==> src/rtl/mult_bus_master.sv <==
// Bus initiator that runs one multiply on the peripheral multiplier per start request:
// write A, write B, pulse init, poll done, read the product halves, report to the client.
module mult_bus_master #(
    parameter logic [3:0] ADDR_A    = 4'h0,
    parameter logic [3:0] ADDR_B    = 4'h2,
    parameter logic [3:0] ADDR_INIT = 4'h4,
    parameter logic [3:0] ADDR_DONE = 4'h6,
    parameter logic [3:0] ADDR_PPH  = 4'h8,
    parameter logic [3:0] ADDR_PPL  = 4'hA,
    parameter int         INIT_WAIT = 2,
    parameter int         POLL_MAX  = 64
) (
    input  logic        clk,
    input  logic        rst,
    input  logic        start,
    input  logic [15:0] op_a,
    input  logic [15:0] op_b,
    output logic        busy,
    output logic [31:0] result,
    output logic        result_valid,
    output logic        timeout,
    output logic        cs,
    output logic [3:0]  addr,
    output logic        rd,
    output logic        wr,
    output logic [15:0] bus_dout,
    input  logic [15:0] bus_din
);

    // Bus handshake: one access per cycle, cs=1 with exactly one of rd/wr; read data is
    // taken from bus_din on the rising edge that closes the rd cycle.
    typedef enum logic [3:0] {
        S_IDLE,
        S_WR_A,
        S_WR_B,
        S_WR_INIT,
        S_WAIT,
        S_POLL,
        S_GAP,
        S_RD_HI,
        S_RD_LO,
        S_DONE,
        S_TMO
    } state_t;

    state_t      state;
    state_t      next_state;

    logic [15:0] op_b_q;
    logic [15:0] pp_hi;
    logic [7:0]  poll_cnt;
    logic [3:0]  wait_cnt;
    logic        wait_last;
    logic        poll_last;

    logic        cs_nxt;
    logic        rd_nxt;
    logic        wr_nxt;
    logic [3:0]  addr_nxt;
    logic [15:0] dout_nxt;
    logic        busy_nxt;
    logic        valid_nxt;
    logic        timeout_nxt;

    assign wait_last = (int'(wait_cnt) + 1) >= INIT_WAIT;
    assign poll_last = (int'(poll_cnt) + 1) >= POLL_MAX;

    always_ff @(posedge clk or negedge rst) begin
        if (!rst) begin
            state <= S_IDLE;
        end else begin
            state <= next_state;
        end
    end

    always_comb begin
        next_state = state;
        case (state)
            S_IDLE:    if (start) next_state = S_WR_A;
            S_WR_A:    next_state = S_WR_B;
            S_WR_B:    next_state = S_WR_INIT;
            S_WR_INIT: next_state = (INIT_WAIT == 0) ? S_POLL : S_WAIT;
            S_WAIT:    if (wait_last) next_state = S_POLL;
            S_POLL: begin
                // Only bit 0 of the status word is meaningful.
                if (bus_din[0])     next_state = S_RD_HI;
                else if (poll_last) next_state = S_TMO;
                else                next_state = S_GAP;
            end
            S_GAP:     next_state = S_POLL;
            S_RD_HI:   next_state = S_RD_LO;
            S_RD_LO:   next_state = S_DONE;
            S_DONE:    next_state = S_IDLE;
            S_TMO:     next_state = S_IDLE;
            default:   next_state = S_IDLE;
        endcase
    end

    // Outputs are decoded from the state being entered so every strobe is a flop output.
    always_comb begin
        cs_nxt      = 1'b0;
        rd_nxt      = 1'b0;
        wr_nxt      = 1'b0;
        addr_nxt    = 4'h0;
        dout_nxt    = bus_dout;
        busy_nxt    = 1'b1;
        valid_nxt   = 1'b0;
        timeout_nxt = 1'b0;
        case (next_state)
            S_WR_A: begin
                cs_nxt   = 1'b1;
                wr_nxt   = 1'b1;
                addr_nxt = ADDR_A;
                dout_nxt = op_a;
            end
            S_WR_B: begin
                cs_nxt   = 1'b1;
                wr_nxt   = 1'b1;
                addr_nxt = ADDR_B;
                dout_nxt = op_b_q;
            end
            S_WR_INIT: begin
                cs_nxt   = 1'b1;
                wr_nxt   = 1'b1;
                addr_nxt = ADDR_INIT;
                dout_nxt = 16'h0001;
            end
            S_POLL: begin
                cs_nxt   = 1'b1;
                rd_nxt   = 1'b1;
                addr_nxt = ADDR_DONE;
            end
            S_RD_HI: begin
                cs_nxt   = 1'b1;
                rd_nxt   = 1'b1;
                addr_nxt = ADDR_PPH;
            end
            S_RD_LO: begin
                cs_nxt   = 1'b1;
                rd_nxt   = 1'b1;
                addr_nxt = ADDR_PPL;
            end
            S_IDLE:  busy_nxt = 1'b0;
            S_DONE: begin
                busy_nxt  = 1'b0;
                valid_nxt = 1'b1;
            end
            S_TMO: begin
                busy_nxt    = 1'b0;
                timeout_nxt = 1'b1;
            end
            default: ;
        endcase
    end

    always_ff @(posedge clk or negedge rst) begin
        if (!rst) begin
            cs           <= 1'b0;
            rd           <= 1'b0;
            wr           <= 1'b0;
            addr         <= 4'h0;
            bus_dout     <= 16'h0000;
            busy         <= 1'b0;
            result_valid <= 1'b0;
            timeout      <= 1'b0;
        end else begin
            cs           <= cs_nxt;
            rd           <= rd_nxt;
            wr           <= wr_nxt;
            addr         <= addr_nxt;
            bus_dout     <= dout_nxt;
            busy         <= busy_nxt;
            result_valid <= valid_nxt;
            timeout      <= timeout_nxt;
        end
    end

    always_ff @(posedge clk or negedge rst) begin
        if (!rst) begin
            op_b_q   <= 16'h0000;
            pp_hi    <= 16'h0000;
            result   <= 32'h0000_0000;
            poll_cnt <= 8'h00;
            wait_cnt <= 4'h0;
        end else begin
            // op_a goes straight onto the bus at the accepting edge; op_b waits a cycle.
            if (state == S_IDLE && start) begin
                op_b_q <= op_b;
            end
            if (state == S_WAIT) begin
                wait_cnt <= wait_cnt + 4'h1;
            end else begin
                wait_cnt <= 4'h0;
            end
            if (next_state == S_WR_A) begin
                poll_cnt <= 8'h00;
            end else if (state == S_POLL && !bus_din[0] && poll_cnt != 8'hFF) begin
                poll_cnt <= poll_cnt + 8'h01;
            end
            if (state == S_RD_HI) begin
                pp_hi <= bus_din;
            end
            if (state == S_RD_LO) begin
                result <= {pp_hi, bus_din};
            end
        end
    end

endmodule

==> config.mk <==
export PLATFORM = sky130hd
export DESIGN_NAME = mult_bus_master
export DESIGN_NICKNAME = d
export VERILOG_FILES = /design/src/rtl/mult_bus_master.sv
export SDC_FILE = /design/constraint.sdc
export NUM_CORES = 1
export LEC_CHECK = 0
export ABC_AREA = 1
export CAP_MARGIN = 20
export CORE_MARGIN = 3
export CORE_UTILIZATION = 53
export DETAILED_ROUTE_END_ITERATION = 8
export GPL_TIMING_DRIVEN = 0
export MAX_ROUTING_LAYER = met4
export PLACE_DENSITY = 0.85
export REMOVE_ABC_BUFFERS = 1
export SYNTH_ARGS = -nofsm -noshare
export SYNTH_HDL_FRONTEND = slang
export SYNTH_SLANG_ARGS = --single-unit
==> constraint.sdc <==
create_clock -name clk -period 2.72 [get_ports clk]
set_input_delay 0.544 -clock clk [delete_from_list [all_inputs] [get_ports clk]]
set_output_delay 0.544 -clock clk [all_outputs]
set_load 0.01 [all_outputs]
==> results_dict.tcl, run 1 <==
set metrics [dict create \
    outcome "finished clean" \
    num_vias 3583 \
    first_pass_iters 5 \
    fin_cells 698 \
    ant_nets 0 \
    numPlacedInstances 682 \
    total_power_mw 6.33 \
    h-tree-depth 3 \
    gp_congestion 0.877 \
    synthMuxAreaShare_pct 0 \
    synth_xor_xnor_area_share_pct 1.01 \
    fp.dieW_um 96.6 \
    cp_data_required_time_ns 2.97 \
    fin_crit_sh_pct 90.2 \
    io_pins 109 \
    synthCells 490 \
    critPathLaunchType "register" \
    grt_max_degree 54 \
    drc 0 \
    cts_root_buf "clkbuf_8" \
    antenna_found_initial 0 \
    ys_seq_area_share_pct 60.4 \
    dpl_worst_slack_ns 0.0129 \
    rows 32 \
    final_hold_viol_count 0 \
    cp_data_arrival_time_ns 2.70 \
    finClkSkew_ns 0.00912 \
    leakage_nw 2.83 \
    final_max_slew_viol_count 0 \
    slowest_stage "nand3_1" \
    die_h_um 96.6 \
    setup_slack_ns 0.267 \
    rsz0062_at_grt "false" \
    p_per_area_nw_per_um2 1110 \
    wire_per_inst_um 13.8 \
    ys_types 27 \
    drive_above_1_share_pct 6.21 \
    synth_top_family_by_area "simple AND/OR/NAND/NOR gates" \
    drt_iter0_markers 204 \
    clk_pin_slew_ns 0.10 \
    synth_fa_ha_area_share_pct 1.15 \
    start_util_pct 55.4 \
    peakVddDrop_mv 0.600 \
    clock_latency_ns 0.37 \
    cts.sinks 105 \
    yosysWarnings 0 \
    max_cap_violations 0 \
    via_per_inst 5.13 \
    max_stage_delay_ns 0.71 \
    ys_seq_elements 105 \
    hold_path.class "in2async" \
    hpwl_um 6800 \
    critPathKind "reg2reg" \
    fin_crit_ns 2.45 \
    crit_path_cell_trace "nor2_4 -> nand3_1 -> nand2_4 -> inv_1 -> nand2_1 -> o21ai_1" \
    postCtsHoldBufs 0 \
    clock.fmax_mhz 408 \
    synth-compound-area-share_pct 8.09 \
    track_usage_pct 22.0 \
    crit_path_end_kind "register" \
    dieArea_um2 9320 \
    max_slew_margin_pct 40.8 \
    setup_viol 0 \
    core_um2 7850 \
    cts_tree "yes" \
    yosys.area_share.simple_pct 23.5 \
    grt_pass1_wl_um 15500 \
    numPortBuffers 107 \
    wirelength_um 9640 \
    cts_buffer_depth 2 \
    cts_resized 0 \
    syn_avg_cell_area_um2 8.87 \
    worst_slew_pin_slew_ns 0.887 \
    crit_fanout 20 \
    hold_ws_ns 0.205 \
    diodes 0 \
    netlist_area_um2 4350 \
    cts_setup_buffers 0 \
    fin_util_pct 72.4 \
    num-nets-final 646 \
    syn2layout_area_growth_pct 30.7 \
    numCtsBuffers 9 \
    grt_pass1_vias 3467 \
    overflow 0 \
]
layer usage:
| layer | vias up | global-route usage (%) | wire length (um) |
|---|---|---|---|
| li1 | 1738 | - | - |
| met1 | 1697 | 27.5 | 4200 |
| met2 | 128 | 34.9 | 4540 |
| met3 | 20 | 5.03 | 738 |
| met4 | 0 | 8.53 | 156 |
| met5 | - | - | 0 |
final cells by class:
class                      count  area, um^2
tap                          102         128
fill                         598        2170
clock inverter                 7        60.1
clock buffer                   9         124
inverter                      42         158
sequential                   105        2630
multi-input combinational    324        1470
timing repair buffer         109        1110
state kept, by name (all words and copies together), names as in the netlist:
name	flops
rd	1
bus_dout	16
busy	1
cs	1
wr	1
addr	3
pp_hi	16
timeout	1
wait_cnt	4
poll_cnt	8
state	4
result	32
result_valid	1
op_b_q	16
per-stage QoR:
| stage | TNS, ns | area, um^2 |
|---|---|---|
| after floorplan | 0 | 4260 |
| after global placement | -294.91 | 5460 |
| after detailed placement | 0 | 5500 |
| after CTS | 0 | 5680 |
| after global routing | 0 | 5680 |
| final | 0 | 5680 |
cells by family (layout without fill, tap and decap cells):
group | after synthesis | after routing
other cells | 1 | 1
buf+inv | 61 | 167
compound gates | 69 | 69
simple gates | 245 | 245
xor+xnor | 5 | 5
flops | 105 | 105
fa+ha+maj | 4 | 4
path summary, 6_finish.rpt:
| check | depth (start not counted) | from | to | slack (ns) |
|---|---|---|---|---|
| worst min-delay path | 1 | rst | result[12]$_DFFE_PN0N_ | 0.21 |
| max in group asynchronous | 2 | rst | op_b_q[2]$_DFFE_PN0P_ | 1.84 |
| min in group clk | 2 | pp_hi[7]$_DFFE_PN0N_ | result[23]$_DFFE_PN0N_ | 0.48 |
| worst max-delay path | 6 | state[2]$_DFF_PN0_ | bus_dout[0]$_DFFE_PN0P_ | 0.27 |
| worst max register to register | 6 | state[2]$_DFF_PN0_ | bus_dout[0]$_DFFE_PN0P_ | 0.27 |
| worst min register to register | 2 | pp_hi[7]$_DFFE_PN0N_ | result[23]$_DFFE_PN0N_ | 0.48 |
cells in the mapped netlist, drive strengths merged:
master  instances  share of area, %
nand2         167                15
dfrtp         105                60
o21ai          50               5.8
inv            41               3.5
nor2           40               4.1
nand3          32               3.8
a21oi          15               1.7
buf            11               1.4
clkbuf          8              0.69
ha              4               1.2
nand4           3              0.43
o22ai           3              0.43
xnor2           3              0.60
nor3            2              0.23
xor2            2              0.40
a211oi          1              0.17
and2            1              0.14
clkinv          1             0.086
conb            1             0.086
cells in the final DEF (no fill, tap or decap), drive strengths merged, types with 2 or more instances in the layout:
cell           count
clkbuf             9
nor3               2
o22ai              3
clkinvlp           2
ha                 4
inv               44
xnor2              3
clkdlybuf4s50    106
dfrtp            105
nand2            167
o21ai             50
clkinv             3
nand3             32
nor2              40
nand4              3
buf                3
a21oi             15
xor2               2
report_power, final:
part	switching, mW	internal, mW	total, mW
logic	1.48	1.28	2.76
clock network	0.554	0.349	0.903
registers	0.402	2.26	2.66
total	2.43	3.90	6.33
worst max-delay path: cells and delay by family, from the launching register on:
family	cells	cell delay [ns]
compound gates	1	0.06
buf+inv	1	0.14
simple gates	4	1.68
flops	1	0.45
(Power assumes the default switching activity.)
==> inputs of run 2 (changes only) <==
--- a/config.mk
+++ b/config.mk
@@ -7,7 +7,7 @@
 export LEC_CHECK = 0
 export ABC_AREA = 1
 export CAP_MARGIN = 20
-export CORE_MARGIN = 3
+export CORE_MARGIN = 8
 export CORE_UTILIZATION = 53
 export DETAILED_ROUTE_END_ITERATION = 8
 export GPL_TIMING_DRIVEN = 0
==> run 2 against run 1 <==
Sequential cell count unchanged. Critical path depth up 2. Routed wire length up 8.5%. Power up 0.54%. Sequential power about the same. Global-route usage down 2.2 points. Combinational power up 2%. Via count down 0.22%. Die area up 22%. Largest power group unchanged.
==> results_dict.tcl, run 2 (synthesized netlist as in run 1, its figures left out) <==
set metrics [dict create \
    outcome "finished clean" \
    cp_data_required_time_ns 2.98 \
    grt_pass1_vias 3745 \
    fin_setup_tns_ns 0 \
    max_cap_violations 0 \
    wl_met2_um 4930 \
    first_pass_iters 6 \
    crit_path_end_kind "register" \
    rsz0062_at_grt "false" \
    critPathKind "reg2reg" \
    crit_start "state[3]$_DFF_PN0_" \
    max_slew_margin_pct 42.5 \
    clock_latency_ns 0.36 \
    timing.rr.end "busy$_DFF_PN0_" \
    worst_slew_pin_slew_ns 0.861 \
    setup_viol 0 \
    h-tree-depth 3 \
    core_um2 8090 \
    via_per_inst 5.10 \
    rows 33 \
    dieArea_um2 11400 \
    cp_data_arrival_time_ns 2.56 \
    diodes 0 \
    drc 0 \
    worstSetupEndpoint "busy$_DFF_PN0_" \
    track_usage_pct 19.7 \
    num-nets-final 646 \
    hold_ws_ns 0.228 \
    cts.sinks 105 \
    pwr-share-clk_pct 13.8 \
    met1Wirelength_um 4660 \
    hpwl_um 7600 \
    p_int_mw 3.91 \
    numPortBuffers 107 \
    peakVddDrop_mv 0.594 \
    layout_commonest_cell "nand2_1" \
    fin_crit_ns 2.30 \
    drive_above_1_share_pct 6.21 \
    die_h_um 107 \
    ant_nets 0 \
    io_pins 109 \
    numCtsBuffers 9 \
    swShare_pct 38.6 \
    p_switching_mw 2.45 \
    gp_congestion 0.885 \
    final_max_slew_viol_count 0 \
    finClkSkew_ns 0.0134 \
    layout_common_cells "nand2_1, clkdlybuf4s50_1, dfrtp_1, o21ai_0" \
    cts_buffer_depth 2 \
    crit_fanout 51 \
    dr_wl_met3_um 782 \
    reg2reg_depth 8 \
    largest_register_ffs 32 \
    cts_root_buf "clkbuf_8" \
    top_layer_used "met4" \
    cts_tree "yes" \
    leakage_nw 2.83 \
    grt_max_degree 59 \
    fp.dieW_um 107 \
    cts_setup_buffers 0 \
    wire_per_inst_um 14.9 \
    regMostFlops "result" \
    drt_iter0_markers 144 \
    p_per_area_nw_per_um2 1120 \
    antenna_found_initial 0 \
    wirelength_um 10500 \
    timing.rr.start "state[3]$_DFF_PN0_" \
    clk_pin_slew_ns 0.10 \
    hold_path.class "in2async" \
    clock.fmax_mhz 434 \
    critPathLaunchType "register" \
    syn2layout_area_growth_pct 31.1 \
    p_comb_share_pct 44.3 \
    pwr-share-seq_pct 41.8 \
    overflow 0 \
    start_util_pct 53.7 \
    ff2ff_setup_slack_ns 0.42 \
    final_hold_viol_count 0 \
    fin_crit_sh_pct 84.7 \
    num_vias 3575 \
    grt_pass1_wl_um 17800 \
]
==> run 2: repair_timing <==
item	in CTS	in global routing
hold buffers	0	0
endpoints found under the setup margin	0	1
resized for setup	0	1
==> run 2: critical path: stages, from the launching register on <==
cell	delay, ns
dfrtp_1	0.44
inv_1	0.11
nor2_1	0.06
nand2_2	0.59
inv_2	0.33
nor2_1	0.24
nand4_1	0.11
nor3_1	0.24
nor2_1	0.06
==> run 2: worst min path at each step <==
stage                        endpoint  slack [ns]  cells after the start
2_1_floorplan       addr[1]$_DFF_PN0_        0.25                      0
3_3_place_gp   result[28]$_DFFE_PN0N_        0.45                      2
3_5_place_dp   result[16]$_DFFE_PN0N_        0.45                      2
4_1_cts         pp_hi[11]$_DFFE_PN0N_        0.25                      1
5_1_grt        result[27]$_DFFE_PN0N_        0.28                      1
6_report        pp_hi[11]$_DFFE_PN0N_        0.23                      1
==> run 2: power by group through the flow <==
stage / combinational (mW) / sequential, mW / clock, mW
5_1_grt: 3.15 / 2.74 / 0.974
4_1_cts: 2.86 / 2.66 / 0.904
6_report: 2.82 / 2.66 / 0.879
2_1_floorplan: 1.28 / 2.81 / 0
3_3_place_gp: 2.70 / 2.65 / 0
3_5_place_dp: 2.84 / 2.69 / 0
==> run 2: stage by stage <==
stage | instance area (um^2) | util, % | setup slack, ns | power [mW] | std cells
6_report | 5700 | 70.4 | 0.416 | 6.36 | 701
5_1_grt | 5700 | 70.4 | 0.111 | 6.87 | 701
4_1_cts | 5690 | 70.3 | 0.178 | 6.42 | 701
3_5_place_dp | 5510 | 68.1 | 0.0527 | 5.53 | 685
3_3_place_gp | 5460 | 67.5 | -2.70 | 5.36 | 683
2_1_floorplan | 4260 | - | 0.533 | 4.09 | 471
==> run 2: layout make-up <==
class / count / area, um^2
Sequential cell: 105 / 2630
Timing Repair Buffer: 109 / 1120
Inverter: 42 / 158
Clock buffer: 10 / 128
Tap cell: 105 / 131
Multi-Input combinational cell: 324 / 1480
Fill cell: 619 / 2400
Clock inverter: 6 / 50.0
==> run 2: layer usage <==
layer	GRT usage, %	up-vias
met2	31.2	128
met3	5.81	10
li1	-	1743
met4	5.43	0
met1	24.2	1694
met5	-	-
